==> src/rtl/fifo_level_module.sv <==
// Synchronous first-word-fall-through FIFO with occupancy count, programmable
// almost-full/almost-empty levels, sticky overflow/underflow flags and flush.
module fifo_level_module #(
  parameter int NB_FIFOMODULE_DATA = 8,
  parameter int NB_FIFOMODULE_ADDR = 4,
  parameter int AFULL_MARGIN       = 2,
  parameter int AEMPTY_MARGIN      = 2
) (
  input  logic                          i_clk,
  input  logic                          i_reset,
  input  logic                          i_fifomodule_FLUSH,
  input  logic                          i_fifomodule_CLRFLAGS,
  input  logic                          i_fifomodule_WRITE,
  input  logic [NB_FIFOMODULE_DATA-1:0] i_fifomodule_WRITEDATA,
  input  logic                          i_fifomodule_READ,
  output logic [NB_FIFOMODULE_DATA-1:0] o_fifomodule_READATA,
  output logic                          o_fifomodule_EMPTY,
  output logic                          o_fifomodule_FULL,
  output logic                          o_fifomodule_AFULL,
  output logic                          o_fifomodule_AEMPTY,
  output logic [NB_FIFOMODULE_ADDR:0]   o_fifomodule_COUNT,
  output logic                          o_fifomodule_OVERFLOW,
  output logic                          o_fifomodule_UNDERFLOW
);

  localparam int DEPTH  = 2 ** NB_FIFOMODULE_ADDR;
  localparam int NB_CNT = NB_FIFOMODULE_ADDR + 1;

  localparam logic [NB_CNT-1:0]             FULL_LVL   = NB_CNT'(DEPTH);
  localparam logic [NB_CNT-1:0]             AFULL_LVL  = NB_CNT'(DEPTH - AFULL_MARGIN);
  localparam logic [NB_CNT-1:0]             AEMPTY_LVL = NB_CNT'(AEMPTY_MARGIN);
  localparam logic [NB_CNT-1:0]             CNT_ONE    = NB_CNT'(1);
  localparam logic [NB_FIFOMODULE_ADDR-1:0] PTR_ONE    = NB_FIFOMODULE_ADDR'(1);

  logic [NB_FIFOMODULE_DATA-1:0] mem_q [DEPTH];

  logic [NB_FIFOMODULE_ADDR-1:0] wptr_q, wptr_d;
  logic [NB_FIFOMODULE_ADDR-1:0] rptr_q, rptr_d;
  logic [NB_CNT-1:0]             count_q, count_d;
  logic                          overflow_q, overflow_d;
  logic                          underflow_q, underflow_d;

  logic empty;
  logic full;
  logic rd_ok;
  logic wr_ok;

  // Status is decoded only from the registered count, so it never depends on inputs.
  assign empty = (count_q == '0);
  assign full  = (count_q == FULL_LVL);

  always_comb begin
    // NOTE: every variable gets a default before any branch, so no latches are inferred.
    rd_ok       = 1'b0;
    wr_ok       = 1'b0;
    wptr_d      = wptr_q;
    rptr_d      = rptr_q;
    count_d     = count_q;
    overflow_d  = overflow_q;
    underflow_d = underflow_q;

    if (i_fifomodule_FLUSH) begin
      wptr_d      = '0;
      rptr_d      = '0;
      count_d     = '0;
      overflow_d  = 1'b0;
      underflow_d = 1'b0;
    end else begin
      rd_ok = i_fifomodule_READ & ~empty;
      // A write into a full FIFO is only legal when a pop frees a slot this cycle.
      wr_ok = i_fifomodule_WRITE & (~full | rd_ok);

      if (wr_ok) wptr_d = wptr_q + PTR_ONE;
      if (rd_ok) rptr_d = rptr_q + PTR_ONE;

      unique case ({wr_ok, rd_ok})
        2'b10:   count_d = count_q + CNT_ONE;
        2'b01:   count_d = count_q - CNT_ONE;
        default: count_d = count_q;
      endcase

      // A new error event outranks a clear issued in the same cycle.
      if (i_fifomodule_WRITE && !wr_ok)  overflow_d = 1'b1;
      else if (i_fifomodule_CLRFLAGS)    overflow_d = 1'b0;

      if (i_fifomodule_READ && !rd_ok)   underflow_d = 1'b1;
      else if (i_fifomodule_CLRFLAGS)    underflow_d = 1'b0;
    end
  end

  // NOTE: sequential state uses non-blocking assignments so all flops update together.
  always_ff @(posedge i_clk or posedge i_reset) begin
    if (i_reset) begin
      wptr_q      <= '0;
      rptr_q      <= '0;
      count_q     <= '0;
      overflow_q  <= 1'b0;
      underflow_q <= 1'b0;
    end else begin
      wptr_q      <= wptr_d;
      rptr_q      <= rptr_d;
      count_q     <= count_d;
      overflow_q  <= overflow_d;
      underflow_q <= underflow_d;
    end
  end

  // NOTE: storage is deliberately not reset; count gates every use of its contents.
  always_ff @(posedge i_clk) begin
    if (wr_ok) mem_q[wptr_q] <= i_fifomodule_WRITEDATA;
  end

  assign o_fifomodule_READATA   = mem_q[rptr_q];
  assign o_fifomodule_EMPTY     = empty;
  assign o_fifomodule_FULL      = full;
  assign o_fifomodule_AFULL     = (count_q >= AFULL_LVL);
  assign o_fifomodule_AEMPTY    = (count_q <= AEMPTY_LVL);
  assign o_fifomodule_COUNT     = count_q;
  assign o_fifomodule_OVERFLOW  = overflow_q;
  assign o_fifomodule_UNDERFLOW = underflow_q;

endmodule

==> config.mk <==
export PLATFORM = sky130hd
export DESIGN_NAME = fifo_level_module
export DESIGN_NICKNAME = d
export VERILOG_FILES = /design/src/rtl/fifo_level_module.sv
export SDC_FILE = /design/constraint.sdc
export NUM_CORES = 1
export LEC_CHECK = 0
export CAP_MARGIN = 20
export CELL_PAD_IN_SITES_DETAIL_PLACEMENT = 1
export CELL_PAD_IN_SITES_GLOBAL_PLACEMENT = 1
export CORE_MARGIN = 5
export CORE_UTILIZATION = 47
export DETAILED_ROUTE_END_ITERATION = 6
export PLACE_DENSITY_LB_ADDON = 0.1
export SLEW_MARGIN = 20
export SYNTH_ARGS = -nofsm -noshare
export SYNTH_HDL_FRONTEND = slang
export SYNTH_SLANG_ARGS = --single-unit
==> constraint.sdc <==
create_clock -name i_clk -period 2.74 [get_ports i_clk]
set_input_delay 0.274 -clock i_clk [delete_from_list [all_inputs] [get_ports i_clk]]
set_output_delay 0.274 -clock i_clk [all_outputs]
set_load 0.01 [all_outputs]
---- Word level (Yosys, flattened, before mapping) ----
Memory sizes are Yosys's and may differ from the RTL's.
Cells that the tools add are included.
storage, ports and cells
  bits in registers ....................... 15
  RAM bits ................................ 128
  input port bits ......................... 14
  output and inout bits ................... 19
  memories kept ........................... 1
cells by class
  $add $sub $neg .......................... 4
  order comparisons ....................... 2
  equal/unequal tests ..................... 3
  mux-type cells .......................... 14
  bitwise logic cells ..................... 5
  reduce and logical (&&, ||, !) cells .... 10
memories
  name   depth  bits a word  rd ports  clocked after Yosys merged registers in  write ports  RTL line  text
  mem_q  16     8            1         0                                        1            35        logic [NB_FIFOMODULE_DATA-1:0] mem_q [DEPTH];
operators with widths
  cell                 number
  $mux 4               4
  $pmux 5 s2           1
  $reduce_bool 3->1    3
  $add 4x1->4 const B  2
  $mux 1               8
  $add 5x1->5 const B  1
  $eq 5x5->1 const B   1
  $ge 5x4->1 const B   1
  $le 5x2->1 const B   1
  $logic_not 5->1      1
  $mux 5               1
  $sub 5x1->5 const B  1
  $reduce_bool 2->1    2
  $and 1x1->1          2
  $eq 2x1->1 const B   1
  $eq 2x2->1 const B   1
  $logic_and 1x1->1    2
  $logic_not 1->1      2
  $not 1->1            2
  $or 1x1->1           1

---- Longest topological paths before layout ----
  depth in word-level cells ............... 9
  mapped depth ............................ 9

---- Worst setup path after synthesis ----
Ideal clock, no wire load.
  kind .................................... register -> register
  start point ............................. register count_q[3], in the netlist o_fifomodule_COUNT[3]
  end point ............................... register count_q[3], in the netlist o_fifomodule_COUNT[3]
  library setup time ...................... 0.065 ns
  arrival ................................. 2.579 ns
  required time ........................... 2.675 ns
  path slack .............................. 0.096 ns
  stages on the path, launching flop included .. 10
  buffers on the path ..................... 1
  path through ............................ dfrtp_1 > or4_4 > buf_6 > o211ai_4 > inv_2 > ha_1 > a21o_1 > and3_1 > a2111oi_0 > mux2_4
on the way
  word-level cells in the longest chain between the ends .. 8
  elaborated cells between the ends (all ways) .. 14
  those cells by class .................... 2 x add/sub; 3 x eq/ne; 2 x mux; 5 x bitwise; 2 x reduce/logical
RTL lines
  item                                      RTL line  text
  start: declaration                        39        logic [NB_CNT-1:0] count_q, count_d;
  start signal: assignment                  102       count_q <= count_d;
  $logic_not 5->1                           49        assign empty = (count_q == '0);
  $not 1->1                                 69        rd_ok = i_fifomodule_READ & ~empty;
  $and 1x1->1                               69
  $or 1x1->1                                71        wr_ok = i_fifomodule_WRITE & (~full | rd_ok);
  $and 1x1->1                               71
  $eq 2x1->1 or $eq 2x2->1 (tied branches)  76        unique case ({wr_ok, rd_ok})
  $pmux 5 s2                                76
  $mux 5                                    62        if (i_fifomodule_FLUSH) begin
Parallel ways exist; a longest one is shown, timed or not.
A chain may end at the register's enable or synchronous reset.

---- Final worst setup path ----
  start point ............................. register rptr_q[0]
  end point ............................... output port o_fifomodule_READATA[4]
on the way
  word-level cells in the longest chain between the ends .. 1
RTL lines
  item                      RTL line  text
  start: declaration        38        logic [NB_FIFOMODULE_ADDR-1:0] rptr_q, rptr_d;
  start signal: assignment  101       rptr_q <= rptr_d;
  $mem_v2 16x8              n/a
  end: declaration          16        output logic [NB_FIFOMODULE_DATA-1:0] o_fifomodule_READATA,
No other way between the ends.

==> results.sh <==
export IMPL_vias=3115
export IMPL_die_h_um=122.4
export IMPL_ir_worst_vdd_uv=466.2
export IMPL_tightest_slew_ns=1.064
export IMPL_slowest_stage="mux4_2"
export IMPL_reg2reg_slack_ns=0.17
export IMPL_synth_top_family_by_area="multiplexers"
export IMPL_setup_violations_final=0
export IMPL_fillers=1163
export IMPL_timing_fmax_mhz=370.6
export IMPL_synth_compound_area_share_pct=3.813
export IMPL_ys_seq_area_share_pct=71.03
export IMPL_path_class="flop to output pin"
export IMPL_grt_pass1_vias=3427
export IMPL_clk_pin_slew_ns=0.06
export IMPL_drive_above_1_share_pct=28.06
export IMPL_cp_data_required_time_ns=2.47
export IMPL_syn_to_final_growth_pct=22.20
export IMPL_portBuffers=32
export IMPL_insertion_delay_ns=0.42
export IMPL_final_common_cell="edfxtp_1"
export IMPL_synth_cells=309
export IMPL_syn_area_per_cell_um2=19.22
export IMPL_power_density_nw_per_um2=878.8
export IMPL_design_core_area_um2=12520
export IMPL_rows=41
export IMPL_floorplan_initialDensity_pct=47.45
export IMPL_cp_top_family="multiplexers"
export IMPL_most_common_layout_cells="edfxtp_1, mux4_2, nor2_1, buf_4, clkdlybuf4s50_1"
export IMPL_cts_hold_buffers_added=0
export IMPL_place_ws_ns=0.08842
export IMPL_place_inst=525
export IMPL_cts_tree="done"
export IMPL_place_congestion=0.8286
export IMPL_hold_viol=0
export IMPL_finalNonFillerCells=564
export IMPL_numClockSinks=143
export IMPL_yosysTopAreaCell="edfxtp_1"
export IMPL_hpwlAfterDp_um=8715
export IMPL_synth_warnings=0
export IMPL_first_pass_iters=4
export IMPL_cp_common_cell="mux4_2"
export IMPL_synth_flop_cell="edfxtp_1"
export IMPL_cts_buffer_depth=2
export IMPL_async_reset_ff_share_pct=10.49
export IMPL_hp_class="input pin to asynchronous set/reset pin"
export IMPL_drc=0
export IMPL_grt_ovfl_total=0
export IMPL_crit_path_cell_trace="buf_4, clkbuf_16, mux4_2, mux4_2, dlygate4sd2_1"
export IMPL_synth_edf_count=128
export IMPL_period_minus_slack_ns=2.699
export IMPL_post_drt_wl_per_cell_um=23.95
export IMPL_slowest_delay_ns=0.50
export IMPL_rr_worst_depth=8
export IMPL_antenna_cells=0
export IMPL_skew_ns=0.009320
export IMPL_utilization_pct=57.99
export IMPL_slew_violations=0
export IMPL_synth_area_leaders="edfxtp_1, mux4_2, dfrtp_1"
export IMPL_critical_path_buf_inv_count=3
export IMPL_clockRootBuffer="clkbuf_16"
export IMPL_grt_use_total_pct=19.70
export IMPL_synth_cell_area_um2=5939
export IMPL_synth_simple_area_share_pct=4.445
export IMPL_critPathCaptureType="output pin"
export IMPL_outcome="complete, no violations"
export IMPL_critPathLaunch="rptr_q[0]"
export IMPL_ant_nets=0
export IMPL_syn_nets=332
export IMPL_ios=33
export IMPL_grt_pass1_wl_um=20730
export IMPL_dieArea_um2=14990
export IMPL_final_period_utilization_pct=98.49
export IMPL_synth_mux_area_share_pct=15.76
export IMPL_p_leak_nw=2.453
export IMPL_cp_num_cells=5
export IMPL_synth_xor_area_share_pct=1.032
export IMPL_fin_ws_ns=0.04136
export IMPL_arrival_ns=2.42
export IMPL_drtIter0Drc=239
export IMPL_avgViaCountPerCell=5.523
export IMPL_endpoint="o_fifomodule_READATA[4]"
export IMPL_reg2reg_from="o_fifomodule_COUNT[3]"
export IMPL_grt_max_degree=36
export IMPL_cts_buffers=17
export IMPL_cts_max_level=4
export IMPL_synth_cell_types=46
export IMPL_r2r_end="o_fifomodule_COUNT[3]"
export IMPL_die_x_um=122.4
export IMPL_netlist_area_leader_share_pct=64.71
export IMPL_drt_wl_total_um=13510
export IMPL_ys_ff_latch=143
export IMPL_antenna_found_initial=0
export IMPL_critPathLaunchType="flop"
export IMPL_cap_violations=0
export IMPL_p_total_w=0.006378
export IMPL_max_slew_margin_pct=28.82
export IMPL_nNetsFinal=402
export IMPL_synthAdderAreaFrac_pct=2.022
export IMPL_whs_ns=0.2421
export IMPL_path_max_fanout=6
-- metrics by stage --
stage               area, um^2    TNS, ns
floorplan                 5939          0
finish                    7258          0
detailed placement        6625          0
global placement          6625          0
global route              7258  -0.009113
CTS                       7156    -0.1460
-- what timing repair did --
| action | 4_1_cts | 5_1_grt |
|---|---|---|
| gates resized for setup | 7 | 5 |
| setup buffers | 0 | 5 |
| cloned | 0 | 2 |
| endpoints found under the setup margin | 8 | 7 |
| hold endpoints to repair | 0 | 0 |
-- where the power goes --
| group | switching [W] | internal, W |
|---|---|---|
| registers | 0.0000520 | 0.00244 |
| logic | 0.000821 | 0.000947 |
| clock network | 0.000822 | 0.00129 |
| total | 0.00170 | 0.00468 |
-- worst min-delay path by stage --
stage | startpoint | end | slack, ns | depth (start not counted)
3_5_place_dp | o_fifomodule_OVERFLOW | o_fifomodule_OVERFLOW | 0.54 | 2
3_3_place_gp | o_fifomodule_OVERFLOW | o_fifomodule_OVERFLOW | 0.54 | 2
5_1_grt | i_reset | rptr_q[2] | 0.29 | 2
4_1_cts | i_reset | rptr_q[2] | 0.25 | 2
2_1_floorplan | i_reset | o_fifomodule_COUNT[0] | 0.18 | 1
6_report | i_reset | rptr_q[2] | 0.24 | 2
-- worst reg2reg max path, cell delays in order (launching register included) --
cell and delay, ns:
dfrtp_1 0.38, or4_4 0.56, o211ai_4 0.25, inv_2 0.11, ha_1 0.28, a21o_1 0.19
and3_1 0.17, a2111oi_1 0.37, mux2_4 0.22
-- registers in the layout, indices dropped and copies added (netlist names) --
signal                  flops
rptr_q                      4
wptr_q                      4
mem_q                     128
o_fifomodule_UNDERFLOW      1
o_fifomodule_COUNT          5
o_fifomodule_OVERFLOW       1
-- logic make-up after synthesis --
family                   after synthesis
multiplexers                          43
AO/OA/AOI/OAI                         27
XOR/XNOR                               7
AND/OR/NAND/NOR                       56
adder cells (fa/ha/maj)                9
flip-flops                           143
buffers and inverters                 24
-- per-layer routing --
metal | track usage [%] | routed length (um) | vias to the layer above | part of all wire, %
met4 | 7.628 | 226 | 0 | 1.7
met1 | 26.70 | 5995 | 1636 | 44
met5 | 0 | 0 | - | 0
met2 | 30.88 | 6710 | 68 | 50
li1 | - | - | 1394 | -
met3 | 5.115 | 574 | 17 | 4.2
-- area by class of cell --
cell class / count / area, um^2 / area share, %
Inverter: 9 / 33.78 / 0.4654
Timing Repair Buffer: 66 / 640.6 / 8.826
Clock buffer: 26 / 479.2 / 6.602
Clock inverter: 6 / 60.06 / 0.8274
Sequential cell: 143 / 4220 / 58.15
Multi-Input combinational cell: 142 / 1609 / 22.17
Tap cell: 172 / 215.2 / 2.965
-- cell usage after synthesis (2+ instances only) --
library cell / instances
edfxtp_1: 128
mux4_2: 40
nor2_1: 28
dfrtp_1: 15
ha_1: 8
inv_1: 8
clkbuf_1: 7
nand3_1: 7
a21oi_1: 5
nand2_1: 5
xnor2_1: 4
a211oi_1: 3
buf_2: 3
buf_4: 3
nor2b_1: 3
nor3_1: 3
o21ai_0: 3
xor2_1: 3
a2111oi_0: 2
mux2i_1: 2
o2111ai_1: 2
o211ai_1: 2
or2_2: 2
Power figures use the tool's default switching activity.
